**config.mk**
```make
export PLATFORM = sky130hd
export DESIGN_NAME = control_unit
export DESIGN_NICKNAME = d
export VERILOG_FILES = /design/src/rtl/control_unit.sv
export SDC_FILE = /design/constraint.sdc
export NUM_CORES = 1
export LEC_CHECK = 0
export ABC_CLOCK_PERIOD_IN_PS = 4350
export CORE_AREA = 2 2 42 44
export CTS_CLUSTER_DIAMETER = 120
export DETAILED_ROUTE_END_ITERATION = 8
export DIE_AREA = 0 0 44 46
export HOLD_SLACK_MARGIN = 0.08
export PLACE_DENSITY_LB_ADDON = 0.08
export RECOVER_POWER = 50
export SLEW_MARGIN = 20
export SYNTH_ARGS = -nofsm -noshare
export SYNTH_HDL_FRONTEND = slang
export SYNTH_SLANG_ARGS = --single-unit
```
**constraint.sdc**
```tcl
create_clock -name clk -period 4.35 [get_ports clk]
set_input_delay 1.305 -clock clk [delete_from_list [all_inputs] [get_ports clk]]
set_output_delay 1.305 -clock clk [all_outputs]
set_load 0.02 [all_outputs]
```
**src/rtl/control_unit.sv**
```systemverilog
// Main instruction decoder for the single-cycle mini RISC-V core.
// Decodes opcode/funct3/funct7 into registered datapath controls and flags unsupported encodings.
module control_unit (
  input  logic        clk,
  input  logic        rst_n,
  input  logic [31:0] instr,
  output logic        is_branch,
  output logic        mem_to_reg,
  output logic        reg_write,
  output logic        mem_read,
  output logic        mem_write,
  output logic        alu_src,
  output logic [2:0]  alu_ctrl,
  output logic        illegal
);

  typedef enum logic [6:0] {
    OP_LOAD   = 7'b0000011,
    OP_STORE  = 7'b0100011,
    OP_BRANCH = 7'b1100011,
    OP_RTYPE  = 7'b0110011,
    OP_ITYPE  = 7'b0010011
  } opcode_e;

  typedef enum logic [2:0] {
    ALU_AND = 3'b000,
    ALU_OR  = 3'b001,
    ALU_ADD = 3'b010,
    ALU_SUB = 3'b110,
    ALU_SLT = 3'b111
  } alu_op_e;

  typedef enum logic [2:0] {
    CLS_ILLEGAL,
    CLS_LOAD,
    CLS_STORE,
    CLS_BRANCH,
    CLS_RTYPE,
    CLS_ITYPE
  } instr_class_e;

  logic [6:0]   w_opcode;
  logic [2:0]   w_funct3;
  logic [6:0]   w_funct7;
  instr_class_e w_class;
  alu_op_e      w_alu_op;

  logic w_is_branch;
  logic w_mem_to_reg;
  logic w_reg_write;
  logic w_mem_read;
  logic w_mem_write;
  logic w_alu_src;
  logic w_illegal;

  // rd, rs1, rs2 and immediate bits never influence the decode.
  logic w_unused_fields;

  assign w_opcode        = instr[6:0];
  assign w_funct3        = instr[14:12];
  assign w_funct7        = instr[31:25];
  assign w_unused_fields = ^{instr[24:15], instr[11:7]};

  // Classify the instruction and pick the ALU op; anything unmatched stays illegal/add.
  always_comb begin
    w_class  = CLS_ILLEGAL;
    w_alu_op = ALU_ADD;
    case (w_opcode)
      OP_LOAD: begin
        if (w_funct3 == 3'b010 || w_funct3 == 3'b011) begin
          w_class = CLS_LOAD;
        end
      end
      OP_STORE: begin
        if (w_funct3 == 3'b010 || w_funct3 == 3'b011) begin
          w_class = CLS_STORE;
        end
      end
      OP_BRANCH: begin
        if (w_funct3 == 3'b000) begin
          w_class  = CLS_BRANCH;
          w_alu_op = ALU_SUB;
        end
      end
      OP_RTYPE: begin
        case ({w_funct7, w_funct3})
          10'b0000000_000: begin w_class = CLS_RTYPE; w_alu_op = ALU_ADD; end
          10'b0100000_000: begin w_class = CLS_RTYPE; w_alu_op = ALU_SUB; end
          10'b0000000_111: begin w_class = CLS_RTYPE; w_alu_op = ALU_AND; end
          10'b0000000_110: begin w_class = CLS_RTYPE; w_alu_op = ALU_OR;  end
          10'b0000000_010: begin w_class = CLS_RTYPE; w_alu_op = ALU_SLT; end
          default: ;
        endcase
      end
      OP_ITYPE: begin
        case (w_funct3)
          3'b000:  begin w_class = CLS_ITYPE; w_alu_op = ALU_ADD; end
          3'b111:  begin w_class = CLS_ITYPE; w_alu_op = ALU_AND; end
          3'b110:  begin w_class = CLS_ITYPE; w_alu_op = ALU_OR;  end
          3'b010:  begin w_class = CLS_ITYPE; w_alu_op = ALU_SLT; end
          default: ;
        endcase
      end
      default: ;
    endcase
  end

  always_comb begin
    w_is_branch  = 1'b0;
    w_mem_to_reg = 1'b0;
    w_reg_write  = 1'b0;
    w_mem_read   = 1'b0;
    w_mem_write  = 1'b0;
    w_alu_src    = 1'b0;
    w_illegal    = 1'b0;
    case (w_class)
      CLS_LOAD: begin
        w_mem_to_reg = 1'b1;
        w_reg_write  = 1'b1;
        w_mem_read   = 1'b1;
        w_alu_src    = 1'b1;
      end
      CLS_STORE: begin
        w_mem_write = 1'b1;
        w_alu_src   = 1'b1;
      end
      CLS_BRANCH: begin
        w_is_branch = 1'b1;
      end
      CLS_RTYPE: begin
        w_reg_write = 1'b1;
      end
      CLS_ITYPE: begin
        w_reg_write = 1'b1;
        w_alu_src   = 1'b1;
      end
      default: begin
        w_illegal = 1'b1;
      end
    endcase
  end

  always_ff @(posedge clk) begin
    if (!rst_n) begin
      is_branch  <= 1'b0;
      mem_to_reg <= 1'b0;
      reg_write  <= 1'b0;
      mem_read   <= 1'b0;
      mem_write  <= 1'b0;
      alu_src    <= 1'b0;
      alu_ctrl   <= '0;
      illegal    <= 1'b0;
    end else begin
      is_branch  <= w_is_branch;
      mem_to_reg <= w_mem_to_reg;
      reg_write  <= w_reg_write;
      mem_read   <= w_mem_read;
      mem_write  <= w_mem_write;
      alu_src    <= w_alu_src;
      alu_ctrl   <= w_alu_op;
      illegal    <= w_illegal;
    end
  end

endmodule

```
Word-level counts from Yosys, hierarchy flattened
Index checks and enable logic that the tools add are counted.
Storage, ports and cells
  bits in registers: 9
  latch bits: 0
  memory bits (writable): 0
  ROM bits: 0
  input bits: 34
  output and inout bits: 10
  word-level logic and storage cells: 49
  memories: 0
Cells by class
  add/sub/neg operators: 0
  $mul: 0
  divide/modulo/power cells: 0
  order comparisons: 0
  equality and inequality tests: 18
  shift-type cells: 0
  muxes and demuxes: 16
  bitwise logic cells: 0
  reduce and logical (&&, ||, !) cells: 8
Operators with widths (number)
  == test 10 x 3 -> 1 bit (second input constant): 2
  case mux 3 bit (3 select lines): 2
  case mux 3 bit (5 select lines): 1
  == test 7 x 6 -> 1 bit (second input constant): 2
  == test 3 x 2 -> 1 bit (second input constant): 4
  == test 3 bit (second input constant): 4
  case mux 3 bit (4 select lines): 1
  == test 10 x 2 -> 1 bit (second input constant): 1
  == test 10 x 9 -> 1 bit (second input constant): 1
  logical NOT 10 bit: 1
  OR reduction 5 bit: 2
  two-way mux 3 bit: 3
  == test 7 x 2 -> 1 bit (second input constant): 1
  == test 7 x 5 -> 1 bit (second input constant): 1
  == test 7 bit (second input constant): 1
  two-way mux 1 bit: 7
  OR reduction 3 bit: 2
  two-way mux 2 bit: 2
  OR reduction 4 bit: 1
  == test 3 x 1 -> 1 bit (second input constant): 1
  logical NOT 3 bit: 1
  logical OR 1 bit: 1

Depth between registers and ports, before layout
Gate-level depths: netlist of the first run.
  depth in word-level cells: 7
  gate-level depth with buffers: 4
  mapped depth without buffers: 4

Worst setup path after synthesis of the first run
Ideal clock, no wire load.
  path kind: in2reg
  start point: input instr[25]
  end point: register illegal
  library setup time: 123 ps
  arrival: 2422 ps
  required time: 4227 ps
  setup slack: 1805 ps
  stages on the path: 4
  path buffers: 0
  cell sequence: or4_4 -> a2111o_1 -> a21oi_1 -> nor3b_1
Between the ends
  longest elaborated chain between the ends: 7
  elaborated cells between the ends (all ways): 15
  those cells by class: eq/ne (9); mux (3); reduce/logical (3)
Ends and longest elaborated chain
  start, declared: line 6  | input logic [31:0] instr,
  == test 10 x 2 -> 1 bit, or another cell as far along: line 86  | case ({w_funct7, w_funct3})
  OR reduction 5 bit (no source line) (*)
  two-way mux 3 bit (*): line 86
  case mux 3 bit (5 select lines) (*): line 68  | case (w_opcode)
  == test 3 bit, or another cell as far along: line 116  | case (w_class)
  OR reduction 5 bit (no source line) (*)
  two-way mux 1 bit (*): line 116
  end signal, assigned: line 161  | illegal <= w_illegal;
  end, declared: line 14  | output logic illegal
Every way passes the cells marked *; elsewhere a longest branch is shown, timed or not.
A chain may end at the register's enable or synchronous reset.

Worst setup path after layout of the first run
Same ends and word-level chain as after synthesis.

==> results of run 1 <==
kinds of logic after synthesis:
group / after synthesis / share of synthesized area, %
compound gates: 13 / 22.6
buf+inv: 2 / 2.45
flops: 9 / 39.1
simple gates: 27 / 35.9
metrics by stage:
step	total power [mW]	cells	util [%]	hold slack, ps
after floorplan	0.0960	51	-	1370
after global placement	0.120	95	46.7	1960
after detailed placement	0.121	95	46.7	1950
after CTS	0.182	99	48.4	1690
after global routing	0.192	99	48.4	1690
final	0.179	99	48.4	1680
where the power goes:
part           internal (mW)  switching [mW]
Combinational         0.0207          0.0137
Clock                 0.0351          0.0257
Sequential            0.0836        0.000211
how the worst max path moves through the flow:
| stage | startpoint | endpoint | slack (ps) | depth (start not counted) |
|---|---|---|---|---|
| 2_1_floorplan | instr[25] | illegal | 1810 | 4 |
| 3_3_place_gp | instr[25] | alu_ctrl[1] | 1320 | 5 |
| 3_5_place_dp | instr[25] | illegal | 1320 | 5 |
| 4_1_cts | instr[25] | illegal | 1580 | 5 |
| 5_1_grt | instr[25] | alu_ctrl[1] | 1510 | 5 |
| 6_report | instr[25] | illegal | 1580 | 5 |
layout make-up:
cell class	instances	area (um^2)	area share [%]
tap	17	21.3	2.72
timing repair buffer	28	280	35.9
inverter	1	3.75	0.481
multi-input combinational	40	269	34.5
sequential	9	180	23.1
clock buffer	4	26.3	3.37
routing by layer:
| layer | wire length (um) | track usage (%) | vias up |
|---|---|---|---|
| li1 | - | - | 254 |
| met1 | 448 | 15.4 | 214 |
| met2 | 499 | 19.4 | 22 |
| met3 | 86 | 3.17 | 0 |
| met4 | 0 | 9.09 | 0 |
| met5 | 0 | 0 | - |
registers in the layout, summed over array words and instances (netlist names):
register / count
alu_src: 1
is_branch: 1
reg_write: 1
mem_read: 1
mem_write: 1
alu_ctrl: 3
illegal: 1
placed cells by master, fill, tap and decap left out:
cell type	n
nor2_1	6
o21a_1	3
nor3_1	2
a41oi_1	1
or4_4	1
dlygate4sd3_1	8
nand3_1	3
dfxtp_1	9
a2111oi_0	1
nand2_1	4
nor4bb_1	1
nor4b_1	1
clkbuf_1	1
o2111ai_1	1
clkbuf_4	3
and2_1	1
o41ai_1	1
a21oi_1	2
o211ai_2	1
clkdlybuf4s50_1	20
nor3b_1	3
and4bb_2	1
a21o_1	1
nor2b_2	1
inv_1	1
o21ai_1	1
nand2b_1	2
a2111o_1	1
nor3_2	1
==> flow_summary_export.csv, run 1 <==
group,metric,value,unit
outcome,status,"completed",
sta,timing_max_transition_violations_final,0,
cells_and_area,final_area,781,um^2
sta,share_of_the_cycle_needed_by_the_critical_path_after_routing,63.6,%
clock_network,cts_setup_buffers,0,
logic_synthesis,post_synth_main_area_contributors,"dfxtp_1, nor2_1, nor3b_1",
logic_synthesis,synth_largest_type_area_fraction,39.1,%
sta,worst_pin_slew,516,ps
cells_and_area,post_route_cells_drive_above_1_share,9.76,%
clock_network,tritoncts,"built",
critical_path,critPathTopFamily,"simple AND/OR/NAND/NOR gates",
placement,pre_cts_worst_setup_slack,1320,ps
die,core_region_area,1610,um^2
pwr,irDropWorstVdd,0.0767,mV
logic_synthesis,synth_cell_types,26,
pwr,static-leakage-power,0.280,nW
cells_and_area,final_nets,117,
critical_path,worst-endpoint-required,4480,ps
placement,placedInstanceArea,754,um^2
routing,detail_route.first_pass.iterations,4,
min_path,worstHoldPathType,"in2reg",
placement,finalWeightedCongestion,0.804,
die,fp.dieArea,2020,um^2
cells_and_area,area.growth.synth_to_final,69.6,%
cells_and_area,fill_cells,170,
logic_synthesis,synth-seq-cells,9,
logic_synthesis,yosys.cell_count.top_type,"dfxtp_1",
clock_network,cts.path.max_buffers,2,
global_routing,grt_overflow,0,
routing,detail_route.wl_per_cell,10.4,um
logic_synthesis,synth_enable_flop_cells,0,
routing,dr_total_vias,490,
logic_synthesis,post_synth.cell_area_avg,9.03,um^2
logic_synthesis,post_synth_inst_count,51,
sta,timing.slew.headroom,64.7,%
clock_network,clock-root-buffer,"clkbuf_4",
logic_synthesis,syn_nets,85,
global_routing,gr-usage-all-layers,12.7,%
cells_and_area,antennaDiodeCount,0,
clock_network,cts_buffers,3,
clock_network,postCtsResizedCells,0,
logic_synthesis,most_frequent_cells_after_synthesis,"dfxtp_1, nor2_1, nand2_1",
run,maximum_capacitance_violations,0,
logic_synthesis,part_of_the_yosys_area_used_for_sequential_elements,39.1,%
critical_path,timing.critical_path.from_type,"input port",
critical_path,critical_path.slowest_cell,"or4_4",
logic_synthesis,yosys_most_used_dff,"dfxtp_1",
clock_network,cts.sink_count,9,
sta,setup_viol_count_final,0,
sta,unrepaired_setup_endpoints_after_global_routing,"no",
die,start_util,28.5,%
critical_path,crit_path_max_incr_delay,540,ps
global_routing,grt_start_max_net_pins,9,
critical_path,cp-end-kind,"flip-flop",
critical_path,critical_path.cell_chain,"clkdlybuf4s50_1 > or4_4 > a2111o_1 > a21oi_1 > nor3b_1",
logic_synthesis,syn_area,460,um^2
logic_synthesis,yosys.area.top_type,"dfxtp_1",
sta,worst_slack,1580,ps
clock_network,post_cts_hold_buffer_count,0,
min_path,hold_end,"alu_ctrl[0]",
placement,port_buffers,28,
clock_network,cts.htree.levels,1,
routing,drcViolationCount,0,
logic_synthesis,async_reset_ff_share,0,%
critical_path,path_buf_inv,1,
pwr,power_density,229,nW/um^2
sta,timing.setup.tns,0,ps
min_path,worst_hold_path.num_cells,2,
die,floorplan.io_pins,44,
routing,post_drt_via_cell_ratio,4.95,
critical_path,cp.arrival,2900,ps
critical_path,timing_worst_setup_path_type,"in2reg",
routing,detail_route.wirelength,1030,um
global_routing,number_of_global_route_vias_before_repair,447,
die,die_width,44,um
die,die_height,46,um
sta,hold_violations,0,
min_path,timing.hold.worst.start,"instr[12]",
placement,hpwlAfterDp,881,um
global_routing,grt_pass1_wl,1850,um
routing,postRouteAntennaNets,0,
die,placementRows,15,
clock_network,clk_slew_on_worst_s_h_paths,60,ps
global_routing,antenna_violations_before_repair,0,
sta,clock.fmax,361,MHz
sta,post-route-min-period,2770,ps
logic_synthesis,yosysWarnings,0,
routing,dr.first_iter.drc_count,15,
critical_path,worstPathMaxFanout,3,
Note: power is estimated with default switching activity, not from simulation.
==> run 2, diff against run 1 <==
- ABC_CLOCK_PERIOD_IN_PS: 4350 -> 2350
- CORE_AREA: 2 2 42 44 -> 2 2 46 48
- DIE_AREA: 0 0 44 46 -> 0 0 48 50
- clock period: 4.35 -> 2.35 ns (I/O delays scaled with it)
==> run 2 against run 1 <==
Net effect:
- first-iteration DRC count is 67% lower
- sequential cell count stayed put
- hold slack worse by 610 ps
- non-clock buffer count is 3 higher
- utilization is 5.5 points lower
- sequential share of layout area is 0.99 points lower
- worst setup slack worse by 1400 ps
- sequential power is 85% higher
- final area is 4.5% higher
- critical path type unchanged
- die area is 19% higher
- global-route usage is 1.6 points lower
- power is 86% higher
==> flow_summary_export.csv, run 2 (synthesis results as in run 1) <==
group,metric,value,unit
cells_and_area,layout_commonest_cell,"clkdlybuf4s50_1",
routing,detail_route.wirelength,1100,um
clock_network,cts_buffers,3,
die,core_region_area,1900,um^2
sta,share_of_the_cycle_needed_by_the_critical_path_after_routing,94.2,%
routing,drcViolationCount,0,
placement,pre_cts_worst_setup_slack,-116,ps
routing,postRouteAntennaNets,0,
global_routing,grt_pass1_wl,1840,um
global_routing,gr-usage-all-layers,11.1,%
min_path,timing.hold.worst.start,"instr[12]",
pwr,power_density,409,nW/um^2
clock_network,cts_setup_buffers,0,
cells_and_area,post_route_cells_drive_above_1_share,12.9,%
sta,unrepaired_setup_endpoints_after_global_routing,"no",
cells_and_area,antennaDiodeCount,0,
global_routing,grt_overflow,0,
critical_path,worstPathMaxFanout,3,
clock_network,clock-root-buffer,"clkbuf_4",
clock_network,tritoncts,"built",
die,fp.dieArea,2400,um^2
clock_network,post_cts_hold_buffer_count,0,
placement,hpwlAfterDp,945,um
global_routing,grt_start_max_net_pins,8,
pwr,static-leakage-power,0.291,nW
sta,post-route-min-period,2210,ps
sta,worst_slack,137,ps
run,maximum_capacitance_violations,0,
pwr,comb_power_share,20.4,%
clock_network,cts.sink_count,9,
pwr,power_frac_clock,33.1,%
routing,dr_total_vias,504,
sta,hold_violations,0,
routing,detail_route.first_pass.iterations,2,
sta,setup_viol_count_final,0,
min_path,worstHoldPathType,"in2reg",
cells_and_area,largest_register_ffs,3,
global_routing,number_of_global_route_vias_before_repair,483,
clock_network,clk_slew_on_worst_s_h_paths,50,ps
routing,post_drt_via_cell_ratio,4.50,
cells_and_area,largest-register,"alu_ctrl",
clock_network,postCtsResizedCells,0,
sta,clock.fmax,452,MHz
die,die_height,50,um
critical_path,cp.arrival,2350,ps
cells_and_area,area.growth.synth_to_final,77.2,%
clock_network,cts.htree.levels,1,
sta,timing.setup.tns,0,ps
critical_path,critical_path.startpoint,"instr[25]",
routing,dr.first_iter.drc_count,5,
critical_path,timing.critical_path.from_type,"input port",
pwr,p_int,0.261,mW
placement,placedInstanceArea,790,um^2
cells_and_area,final_nets,120,
die,floorplan.io_pins,44,
sta,worst_pin_slew,438,ps
placement,port_buffers,28,
pwr,power.switching,0.0727,mW
cells_and_area,final_area,816,um^2
placement,finalWeightedCongestion,0.810,
clock_network,cts.path.max_buffers,2,
critical_path,timing_worst_setup_path_type,"in2reg",
outcome,status,"completed",
critical_path,cp-end-kind,"flip-flop",
sta,timing.slew.headroom,70.0,%
routing,detail_route.wl_per_cell,9.85,um
pwr,irDropWorstVdd,0.114,mV
critical_path,worst-endpoint-required,2490,ps
pwr,seq_power_share,46.5,%
die,die_width,48,um
sta,timing_max_transition_violations_final,0,
die,placementRows,16,
cells_and_area,final_cell_mix,"clkdlybuf4s50_1, dfxtp_1, dlygate4sd3_1",
cells_and_area,postLayoutCoreUtil,42.9,%
global_routing,antenna_violations_before_repair,0,
pwr,switching_share,21.8,%
die,start_util,24.2,%
run 2: changes by cell type in the layout (fill, tap and decap cells not counted), sizes merged:
| cell | previous run | this run |
|---|---|---|
| buf | 0 | 3 |
run 2: per-layer routing:
layer | vias up | global-route usage (%) | part of all wire, %
met5 | - | 0 | 0
met2 | 20 | 17.1 | 46
li1 | 261 | - | -
met4 | 0 | 9.46 | 2.4
met1 | 221 | 12.8 | 47
met3 | 2 | 1.10 | 4.4
run 2: area by class of cell:
| cell class | count | area (um^2) |
|---|---|---|
| flip-flops and latches | 9 | 180 |
| well taps | 27 | 33.8 |
| fillers | 188 | 1090 |
| clock buffers | 4 | 26.3 |
| repair buffers | 31 | 303 |
| inverters | 1 | 3.75 |
| multi-input cells | 40 | 269 |
run 2: metrics by stage:
step           std cells  hold slack, ps  total power, mW
2_1_floorplan         51             775            0.178
3_3_place_gp         108            1340            0.227
3_5_place_dp         108            1330            0.228
4_1_cts              112            1070            0.339
5_1_grt              112            1080            0.349
6_report             112            1070            0.333
run 2: path summary, 6_finish.rpt:
kind	end	slack, ps	cells past startpoint
hold / removal	alu_ctrl[0]	1070	2
setup / recovery	alu_ctrl[1]	140	5
run 2: critical path, cell delays in order:
cell,delay (ps)
clkdlybuf4s50_1,390
or4_4,540
o41ai_1,270
nand3_1,210
o21a_1,230
run 2: power groups by stage:
stage | Sequential [mW] | Combinational (mW) | Clock, mW
after global placement | 0.158 | 0.0687 | 0
after detailed placement | 0.158 | 0.0691 | 0
after floorplan | 0.161 | 0.0164 | 0
final | 0.155 | 0.0679 | 0.111
after CTS | 0.155 | 0.0692 | 0.114
after global routing | 0.155 | 0.0732 | 0.121
